**config.mk**
```make
export PLATFORM = sky130hd
export DESIGN_NAME = ram_initiator
export DESIGN_NICKNAME = d
export VERILOG_FILES = /design/src/rtl/ram_pkg.sv /design/src/rtl/ram_initiator.sv
export SDC_FILE = /design/constraint.sdc
export NUM_CORES = 1
export LEC_CHECK = 0
export BUFFER_PORTS_ARGS = -buffer_cell sky130_fd_sc_hd__buf_2
export CORE_MARGIN = 4
export CORE_UTILIZATION = 40
export DETAILED_ROUTE_END_ITERATION = 7
export GPL_TIMING_DRIVEN = 1
export PLACE_DENSITY_LB_ADDON = 0.25
export SLEW_MARGIN = 10
export SYNTH_ARGS = -nofsm -noshare
export SYNTH_HDL_FRONTEND = slang
export SYNTH_SLANG_ARGS = --single-unit
```
**constraint.sdc**
```tcl
create_clock -name clk -period 6.32 [get_ports clk]
set_input_delay 1.58 -clock clk [delete_from_list [all_inputs] [get_ports clk]]
set_output_delay 1.58 -clock clk [all_outputs]
set_load 0.1 [all_outputs]
```
**src/rtl/ram_pkg.sv**
```systemverilog
// Shared definitions for the RAM initiator and its simple_ram target:
// default bus widths and the initiator FSM state encoding.
package ram_pkg;

  localparam int ADDR_W_DEF  = 32;
  localparam int DATA_W_DEF  = 32;
  localparam int LEN_W_DEF   = 4;
  localparam int RAM_DEPTH_W_DEF = 8;

  typedef enum logic [2:0] {
    IDLE,
    WR,
    RD_ISSUE,
    RD_CAPTURE,
    RSP
  } state_t;

endpackage

```
**src/rtl/ram_initiator.sv**
```systemverilog
// Request/response front end for simple_ram: single-beat writes and
// incrementing read bursts of 1..2**LEN_W words with a fixed 3-cycle word cadence.
module ram_initiator
  import ram_pkg::*;
#(
  parameter int ADDR_W = ADDR_W_DEF,
  parameter int DATA_W = DATA_W_DEF,
  parameter int LEN_W  = LEN_W_DEF
) (
  input  logic              clk,
  input  logic              rst_n,
  input  logic              req_valid,
  output logic              req_ready,
  input  logic              req_wr,
  input  logic [ADDR_W-1:0] req_addr,
  input  logic [DATA_W-1:0] req_wdata,
  input  logic [LEN_W-1:0]  req_len,
  output logic              rsp_valid,
  input  logic              rsp_ready,
  output logic [DATA_W-1:0] rsp_rdata,
  output logic              rsp_last,
  output logic              busy,
  output logic [DATA_W-1:0] ram_data,
  output logic [ADDR_W-1:0] ram_addr,
  output logic              ram_wr,
  input  logic [DATA_W-1:0] ram_q
);

  state_t            state_reg;
  logic [ADDR_W-1:0] addr_reg;
  logic [DATA_W-1:0] wdata_reg;
  logic [LEN_W-1:0]  remaining_reg;
  logic              req_ready_reg;
  logic              busy_reg;
  logic              ram_wr_reg;
  logic              rsp_valid_reg;
  logic              rsp_last_reg;
  logic [DATA_W-1:0] rsp_rdata_reg;

  // The working address register drives the RAM directly, so ram_addr
  // always shows the word currently being written or fetched.
  assign ram_addr  = addr_reg;
  assign ram_data  = wdata_reg;
  assign ram_wr    = ram_wr_reg;
  assign req_ready = req_ready_reg;
  assign busy      = busy_reg;
  assign rsp_valid = rsp_valid_reg;
  assign rsp_last  = rsp_last_reg;
  assign rsp_rdata = rsp_rdata_reg;

  always_ff @(posedge clk) begin
    if (!rst_n) begin
      state_reg     <= IDLE;
      addr_reg      <= '0;
      wdata_reg     <= '0;
      remaining_reg <= '0;
      req_ready_reg <= 1'b1;
      busy_reg      <= 1'b0;
      ram_wr_reg    <= 1'b0;
      rsp_valid_reg <= 1'b0;
      rsp_last_reg  <= 1'b0;
      rsp_rdata_reg <= '0;
    end else begin
      ram_wr_reg <= 1'b0;
      case (state_reg)
        IDLE: begin
          if (req_valid) begin
            addr_reg      <= req_addr;
            req_ready_reg <= 1'b0;
            busy_reg      <= 1'b1;
            if (req_wr) begin
              wdata_reg  <= req_wdata;
              ram_wr_reg <= 1'b1;
              state_reg  <= WR;
            end else begin
              remaining_reg <= req_len;
              state_reg     <= RD_ISSUE;
            end
          end
        end
        WR: begin
          req_ready_reg <= 1'b1;
          busy_reg      <= 1'b0;
          state_reg     <= IDLE;
        end
        RD_ISSUE: begin
          state_reg <= RD_CAPTURE;
        end
        RD_CAPTURE: begin
          rsp_rdata_reg <= ram_q;
          rsp_valid_reg <= 1'b1;
          rsp_last_reg  <= (remaining_reg == '0);
          state_reg     <= RSP;
        end
        RSP: begin
          if (rsp_ready) begin
            rsp_valid_reg <= 1'b0;
            rsp_last_reg  <= 1'b0;
            if (remaining_reg == '0) begin
              req_ready_reg <= 1'b1;
              busy_reg      <= 1'b0;
              state_reg     <= IDLE;
            end else begin
              addr_reg      <= addr_reg + ADDR_W'(1);
              remaining_reg <= remaining_reg - LEN_W'(1);
              state_reg     <= RD_ISSUE;
            end
          end
        end
        default: begin
          req_ready_reg <= 1'b1;
          busy_reg      <= 1'b0;
          rsp_valid_reg <= 1'b0;
          rsp_last_reg  <= 1'b0;
          state_reg     <= IDLE;
        end
      endcase
    end
  end

endmodule

```
Word-level counts from Yosys, hierarchy flattened
Index checks and enable logic that the tools add are counted.
{ "classes": {"n_addsub": 2, "eq_ne": 9, "mux": 26, "bitwise": 2, "reduce_logical": 12} }
{ "ops": {"columns": ["cell", "n"], "rows": [
  ["32-bit 2-to-1 mux", 3],
  ["32-bit one-hot mux with 2 select lines", 1],
  ["32-bit by 1-bit adder with 32-bit output (second input constant)", 1],
  ["4-bit 2-to-1 mux", 4],
  ["1-bit one-hot mux with 3 select lines", 4],
  ["3-bit one-hot mux with 4 select lines", 1],
  ["2-bit != test (second input constant)", 5],
  ["1-bit 2-to-1 mux", 8],
  ["4-bit one-hot mux with 2 select lines", 1],
  ["4-bit AND reduction", 2],
  ["3-bit by 2-bit equality test with 1-bit output (second input constant)", 2],
  ["3-bit 2-to-1 mux", 2],
  ["3-bit AND reduction", 2],
  ["5-bit AND reduction", 1],
  ["4-bit logical NOT", 1],
  ["2-bit 2-to-1 mux", 2],
  ["2-bit AND reduction", 2],
  ["4-bit by 1-bit subtractor with 4-bit output (second input constant)", 1],
  ["3-bit by 1-bit equality test with 1-bit output (second input constant)", 1],
  ["3-bit equality test (second input constant)", 1],
  ["3-bit logical NOT", 1],
  ["3-bit OR reduction", 1],
  ["1-bit inverter", 2],
  ["2-bit nonzero test", 1],
  ["2-bit OR reduction", 1]
]} }
{ "word_totals": {"register_bits": 108, "in_bits": 105, "out_inout_bits": 101, "wordCells": 61} }

Depth between registers and ports, before layout
Gate-level depths: netlist (run 1).
{ "logic_depth": {"depth_word": 4, "ltp_mapped": 8, "depth_no_buf": 7} }

Worst setup path before layout (run 1)
Ideal clock, no wire load.
{ "synth_timing": {"kind": "input -> register", "from": "in req_valid", "to": "reg addr_reg[11] (netlist: ram_addr[11])", "setup_time_ps": 128, "arrival_time_ps": 2807, "required_time_ps": 6192, "setup_slack_ps": 3385, "path_stages": 7, "n_path_buf": 2, "cell_sequence": "or4b_1 > clkbuf_1 > o31ai_4 > buf_2 > o21ai_1 > a22oi_1 > nor2_1"} }
{ "synth_between": {"elab_chain_len": 2} }
{ "synth_rtl": {"columns": ["element", "line_no", "rtl"], "rows": [
  ["start: declaration", "ram_initiator.sv:12", "input logic req_valid,"],
  ["2-bit != test (no line)", null, null],
  ["4-bit AND reduction (no line)", null, null],
  ["end signal: assignment", "ram_initiator.sv:68", "addr_reg <= req_addr;"],
  ["end signal: assignment", "ram_initiator.sv:104", "addr_reg <= addr_reg + ADDR_W'(1);"],
  ["end: declaration", "ram_initiator.sv:30", "logic [ADDR_W-1:0] addr_reg;"]
]} }
Every way passes these cells.
A chain may end at the register's enable or synchronous reset.

Worst setup path after layout (run 1)
{ "layout_timing": {"from": "in req_valid", "to": "reg addr_reg[24] (netlist: ram_addr[24])"} }
Same word-level chain as after synthesis.

==> run_results.csv, run 1 <==
group,metric,value,unit
status,outcome,"finished, final reports clean",
cells_and_area,instances_no_fill,970,
synth,synthCells,644,
timing,slew_headroom,23.4,%
cells_and_area,layout_common_cells,"buf_2, nand2_1, dfxtp_1, a21oi_1, nor2_1",
power,ir_drop,190,uV
setup_path,rrSetupSlack,3450,ps
placement,dpl_worst_slack,2710,ps
routing,wirelength,15000,um
routing,firstDrtPassIters,5,
synth,synth_top_area_cell,"dfxtp_1",
floorplan,rows,40,
cells_and_area,regArea,0.00216,mm2
clock_tree,tritoncts,"yes",
setup_path,path_max_fanout,32,
timing,fin_crit_sh,51.2,%
cells_and_area,multi_input_area,0.00250,mm2
timing,skew,6.75,ps
clock_tree,clk_pin_slew,70,ps
timing,maxSlewViolCount,0,
floorplan,die_area,0.0140,mm2
placement,place_area,0.00594,mm2
clock_tree,htreeDepth,3,
timing,hold_ws,451,ps
cells_and_area,drive_gt1_share,29.1,%
synth,syn_area,0.00486,mm2
hold_path,holdPathStages,2,
setup_path,crit_end,"ram_addr[24]",
synth,syn_area_per_cell,7.55,um2
floorplan,die_x,118,um
hold_path,hp-class,"flip-flop to flip-flop",
routing,viasPerCell,5.47,
synth,ys_ff_latch,108,
clock_tree,clock_sinks,108,
timing,worstMarginPinSlew,1150,ps
timing,hold_viol_final,0,
setup_path,cp.required,6560,ps
global_routing,grt_overflow,0,
timing,fin_crit,3230,ps
cells_and_area,layout.nets,924,
synth,async_reset_ff_share,0,%
clock_tree,worstSkewPairLatency,340,ps
floorplan,start_util,40.7,%
clock_tree,max-clock-path-buffers,2,
timing,fmaxAchievable,0.309,GHz
synth,synth_top_area_share,44.5,%
setup_path,arrival,3470,ps
global_routing,grtUsageTotal,20.6,%
floorplan,core_area,0.0120,mm2
job,maxCapViolCount,0,
cells_and_area,fin_area,0.00626,mm2
routing,drc,0,
global_routing,grt_antenna_before_repair,1,
cells_and_area,layout_commonest_cell,"buf_2",
cells_and_area,fin_util,52.3,%
cells_and_area,fill_cells,1188,
placement,dpl.hpwl,10500,um
synth,ys_top_cells_by_area,"dfxtp_1, nand2_1, a21oi_1",
synth,seq_area_frac_synth,44.5,%
placement,dpl.cell_count,953,
timing,setup_viol,0,
clock_tree,ctsHoldBuffers,0,
setup_path,regToRegEndpoint,"remaining_reg[2]",
power,total_power,1.81,mW
clock_tree,cts-root-buf,"clkbuf_16",
setup_path,critPathCaptureType,"flip-flop",
clock_tree,post_cts_resized,0,
routing,avgRoutedWirePerCell,15.4,um
power,powerDensity,289,mW/mm2
synth,synth_fp_nets,751,
floorplan,ios,206,
placement,routabilityCongestion,0.892,
clock_tree,cts_setup_buffers,0,
synth,synthFlopType,"dfxtp_1",
synth,synthDistinctLibCells,56,
routing,drtIter0Drc,450,
setup_path,cp-start-kind,"input port",
synth,yosysWarnings,0,
timing,rsz0062_at_grt,"no",
clock_tree,cts_buffers,9,
routing,vias,5302,
power,p_leak,2.68,nW
global_routing,grt_pass1_wl,24100,um
routing,postRouteAntennaNets,0,
setup_path,regToRegStartpoint,"state_reg[2]",
synth,synth_edf_count,0,
cells_and_area,area.growth.synth_to_final,28.7,%
setup_path,path_class,"input port to flip-flop",
setup_path,reg2regPathDepth,6,
global_routing,grt_max_degree,50,
timing,finalSetupTns,0,ps
setup_path,startpoint,"req_valid",
timing,setup_ws,3090,ps
placement,io_buffers,205,
floorplan,die-height,118,um
global_routing,grt_pass1_vias,4891,
-- per-layer routing --
metal | up-vias | GRT usage [%] | part of all wire, % | wire length [um]
met5 | - | 0 | 0 | 0
met4 | 0 | 7.55 | 2.1 | 311
met3 | 23 | 5.22 | 7.9 | 1180
met2 | 200 | 34.5 | 49 | 7280
met1 | 2468 | 25.5 | 41 | 6190
li1 | 2611 | - | - | -
-- layout make-up --
cell class                      count  share of cell area (%)
Tap cell                          147                    2.94
Antenna cell                        1                  0.0400
Inverter                           10                   0.600
Clock inverter                      5                   0.940
Clock buffer                       11                    4.04
Timing Repair Buffer              209                    16.9
Multi-Input combinational cell    479                    40.0
Sequential cell                   108                    34.6
-- logic make-up (layout without fill, tap and decap cells) --
group,after synthesis,after routing,synth area share (%)
AND/OR/NAND/NOR,295,295,27.8
AO/OA/AOI/OAI,181,181,22.5
flip-flops,108,108,44.5
buffers and inverters,57,235,4.55
adder cells (fa/ha/maj),2,2,0.514
multiplexers,1,1,0.206
other,0,1,0
-- critical path, cell delays in order --
cell     delay [ps]
buf_2           130
nor4b_2         870
a31oi_2          70
buf_4           300
o31a_1          310
o211a_1         210
-- worst min path at each step --
stage                           startpoint          endpoint  slack (ps)
after floorplan           remaining_reg[1]  remaining_reg[1]         460
after global routing          rsp_rdata[4]      rsp_rdata[4]         480
after global placement         ram_data[6]       ram_data[6]         440
after CTS                     rsp_rdata[4]      rsp_rdata[4]         450
after detailed placement      rsp_rdata[4]      rsp_rdata[4]         440
final                         ram_data[22]      ram_data[22]         450
-- Yosys cell counts (2+ instances only) --
cell / count
nor3_1: 15
nand4_1: 11
o211ai_1: 3
o22ai_1: 4
or2_1: 2
nand3_1: 19
a2bb2oi_1: 2
a21o_1: 2
a22oi_1: 2
clkbuf_1: 41
and4_1: 3
a211oi_1: 2
o221a_1: 4
ha_1: 2
nand2_1: 174
o41ai_1: 2
a31oi_1: 11
o31ai_1: 5
o31a_1: 4
o21ai_1: 14
inv_1: 9
or3_1: 2
a311oi_1: 5
buf_2: 6
nor4_2: 2
a21oi_1: 99
nand2b_1: 5
nor4_1: 6
nor2_1: 35
or3b_1: 2
a22o_1: 2
nor3b_1: 3
and3_1: 7
o21ai_0: 9
dfxtp_1: 108
nor4b_1: 2
-- report_power, final --
| group | switching [mW] | total [mW] | internal [mW] |
|---|---|---|---|
| logic | 0.365 | 0.461 | 0.0955 |
| clock network | 0.254 | 0.583 | 0.330 |
| registers | 0.0447 | 0.763 | 0.718 |
Power figures use the tool's default switching activity.
==> run 2, diff against run 1 <==
- clock period: 6.32 -> 3.37 ns (I/O delays scaled with it)
==> run 2 against run 1 <==
Sequential cell count stayed put. Sequential power is 87% higher. Count of clock-buffer cells in the layout stayed put. Sequential share of layout area hardly changed. Critical path depth is 1 lower. Largest power group unchanged.
==> run_results.csv, run 2 (same netlist as run 1, synthesis figures left out) <==
group,metric,value,unit
power,power.share.sequential,42.9,%
clock_tree,htreeDepth,3,
job,maxCapViolCount,0,
timing,fmaxAchievable,0.379,GHz
cells_and_area,layout_common_cells,"buf_2, nand2_1, dfxtp_1, a21oi_1, nor2_1",
routing,avgRoutedWirePerCell,15.7,um
setup_path,critPathCaptureType,"flip-flop",
timing,skew,5.62,ps
setup_path,cp.required,3590,ps
cells_and_area,drive_gt1_share,29.3,%
global_routing,grt_max_degree,49,
placement,io_buffers,205,
floorplan,die_area,0.0140,mm2
placement,dpl.hpwl,10800,um
routing,postRouteAntennaNets,0,
routing,viasPerCell,5.44,
clock_tree,cts_buffers,9,
cells_and_area,instances_no_fill,973,
status,outcome,"finished, final reports clean",
clock_tree,clk_pin_slew,70,ps
power,power_switching_share,37.8,%
clock_tree,tritoncts,"yes",
hold_path,hp-class,"flip-flop to flip-flop",
setup_path,crit_buf_inv,0,
cells_and_area,layout.nets,929,
timing,hold_viol_final,0,
cells_and_area,diodes,0,
placement,place_area,0.00597,mm2
clock_tree,clock_sinks,108,
global_routing,grt_antenna_before_repair,0,
clock_tree,max-clock-path-buffers,2,
clock_tree,ctsHoldBuffers,0,
clock_tree,worstSkewPairLatency,350,ps
placement,dpl_worst_slack,664,ps
routing,drc,0,
timing,worstMarginPinSlew,1190,ps
routing,wirelength,15300,um
routing,drtIter0Drc,496,
cells_and_area,fin_area,0.00626,mm2
setup_path,crit_family,"compound AO/OA/AOI/OAI gates",
clock_tree,post_cts_resized,0,
power,ir_drop,289,uV
global_routing,grtUsageTotal,21.4,%
setup_path,crit_path_cell_trace,"or3b_1 > o31ai_4 > nand2b_1 > o21ai_1 > a21oi_1",
setup_path,cp-start-kind,"flip-flop",
setup_path,path_class,"flip-flop to flip-flop",
timing,fin_crit,2640,ps
setup_path,cp_slowest_cell,"o31ai_4",
routing,vias,5295,
power,power_frac_comb,26.2,%
cells_and_area,area.growth.synth_to_final,28.8,%
setup_path,arrival,2860,ps
timing,setup_ws,731,ps
clock_tree,cts-root-buf,"clkbuf_16",
placement,dpl.cell_count,958,
floorplan,rows,40,
timing,setup_viol,0,
cells_and_area,fill_cells,1194,
power,internal_power,2.07,mW
power,p_clk_share,31.0,%
setup_path,path_max_fanout,27,
power,power_switching,1.26,mW
placement,routabilityCongestion,0.873,
floorplan,die_x,118,um
power,p_leak,2.69,nW
floorplan,ios,206,
routing,firstDrtPassIters,5,
global_routing,grt_overflow,0,
floorplan,die-height,118,um
power,powerDensity,532,mW/mm2
clock_tree,cts_setup_buffers,0,
timing,maxSlewViolCount,0,
floorplan,start_util,40.7,%
cells_and_area,fin_util,52.4,%
timing,slew_headroom,20.7,%
timing,rsz0062_at_grt,"no",
global_routing,grt_pass1_vias,5035,
setup_path,max_stage_delay,960,ps
floorplan,core_area,0.0120,mm2
global_routing,grt_pass1_wl,25000,um
cells_and_area,layout_commonest_cell,"buf_2",
timing,finalSetupTns,0,ps
timing,fin_crit_sh,78.3,%
==> run 2: changes by cell type in the layout (fill, tap and decap cells not counted) <==
cell,change
buf_4,+5
clkinv_4,+2
bufinv_16,-1
clkinv_2,-1
clkinvlp_4,-1
diode_2,-1
nand3_1,+1
nand3_2,-1
==> run 2: worst paths after layout <==
path | start | end | slack, ps | depth (start not counted)
setup reg to reg | state_reg[2] | remaining_reg[2] | 730 | 5
hold reg to reg | ram_data[26] | ram_data[26] | 450 | 2
hold / removal | ram_data[26] | ram_data[26] | 450 | 2
setup / recovery | state_reg[2] | remaining_reg[2] | 730 | 5
==> run 2: area by class of cell <==
cell class	instances	area [um2]	area share, %
flip-flops and latches	108	2160	34.5
well taps	147	184	2.94
inverters	10	37.5	0.599
repair buffers	214	1090	17.5
multi-input cells	479	2500	39.9
clock buffers	11	253	4.04
clock inverters	4	33.8	0.539
==> run 2: worst reg2reg max path, cell delays in order (launching register included) <==
cell	delay, ps
dfxtp_1	560
or3b_1	450
o31ai_4	960
nand2b_1	260
o21ai_1	200
a21oi_1	80
==> run 2: power by group through the flow <==
stage / combinational [mW] / sequential (mW) / clock [mW]
floorplan: 0.226 / 1.90 / 0
global placement: 0.862 / 1.45 / 0
detailed placement: 0.873 / 1.46 / 0
CTS: 0.875 / 1.43 / 1.06
global route: 0.921 / 1.44 / 1.11
finish: 0.872 / 1.43 / 1.03
==> run 2: through the flow <==
step | hold WS (ps) | power [mW]
finish | 453 | 3.33
global route | 475 | 3.47
CTS | 455 | 3.36
detailed placement | 445 | 2.33
global placement | 438 | 2.31
floorplan | 459 | 2.13
==> run 2: metal layers <==
| metal | wire length, um | track usage [%] |
|---|---|---|
| met5 | 0 | 0 |
| met4 | 335 | 8.28 |
| met3 | 1090 | 5.84 |
| met2 | 7340 | 34.4 |
| met1 | 6490 | 27.4 |
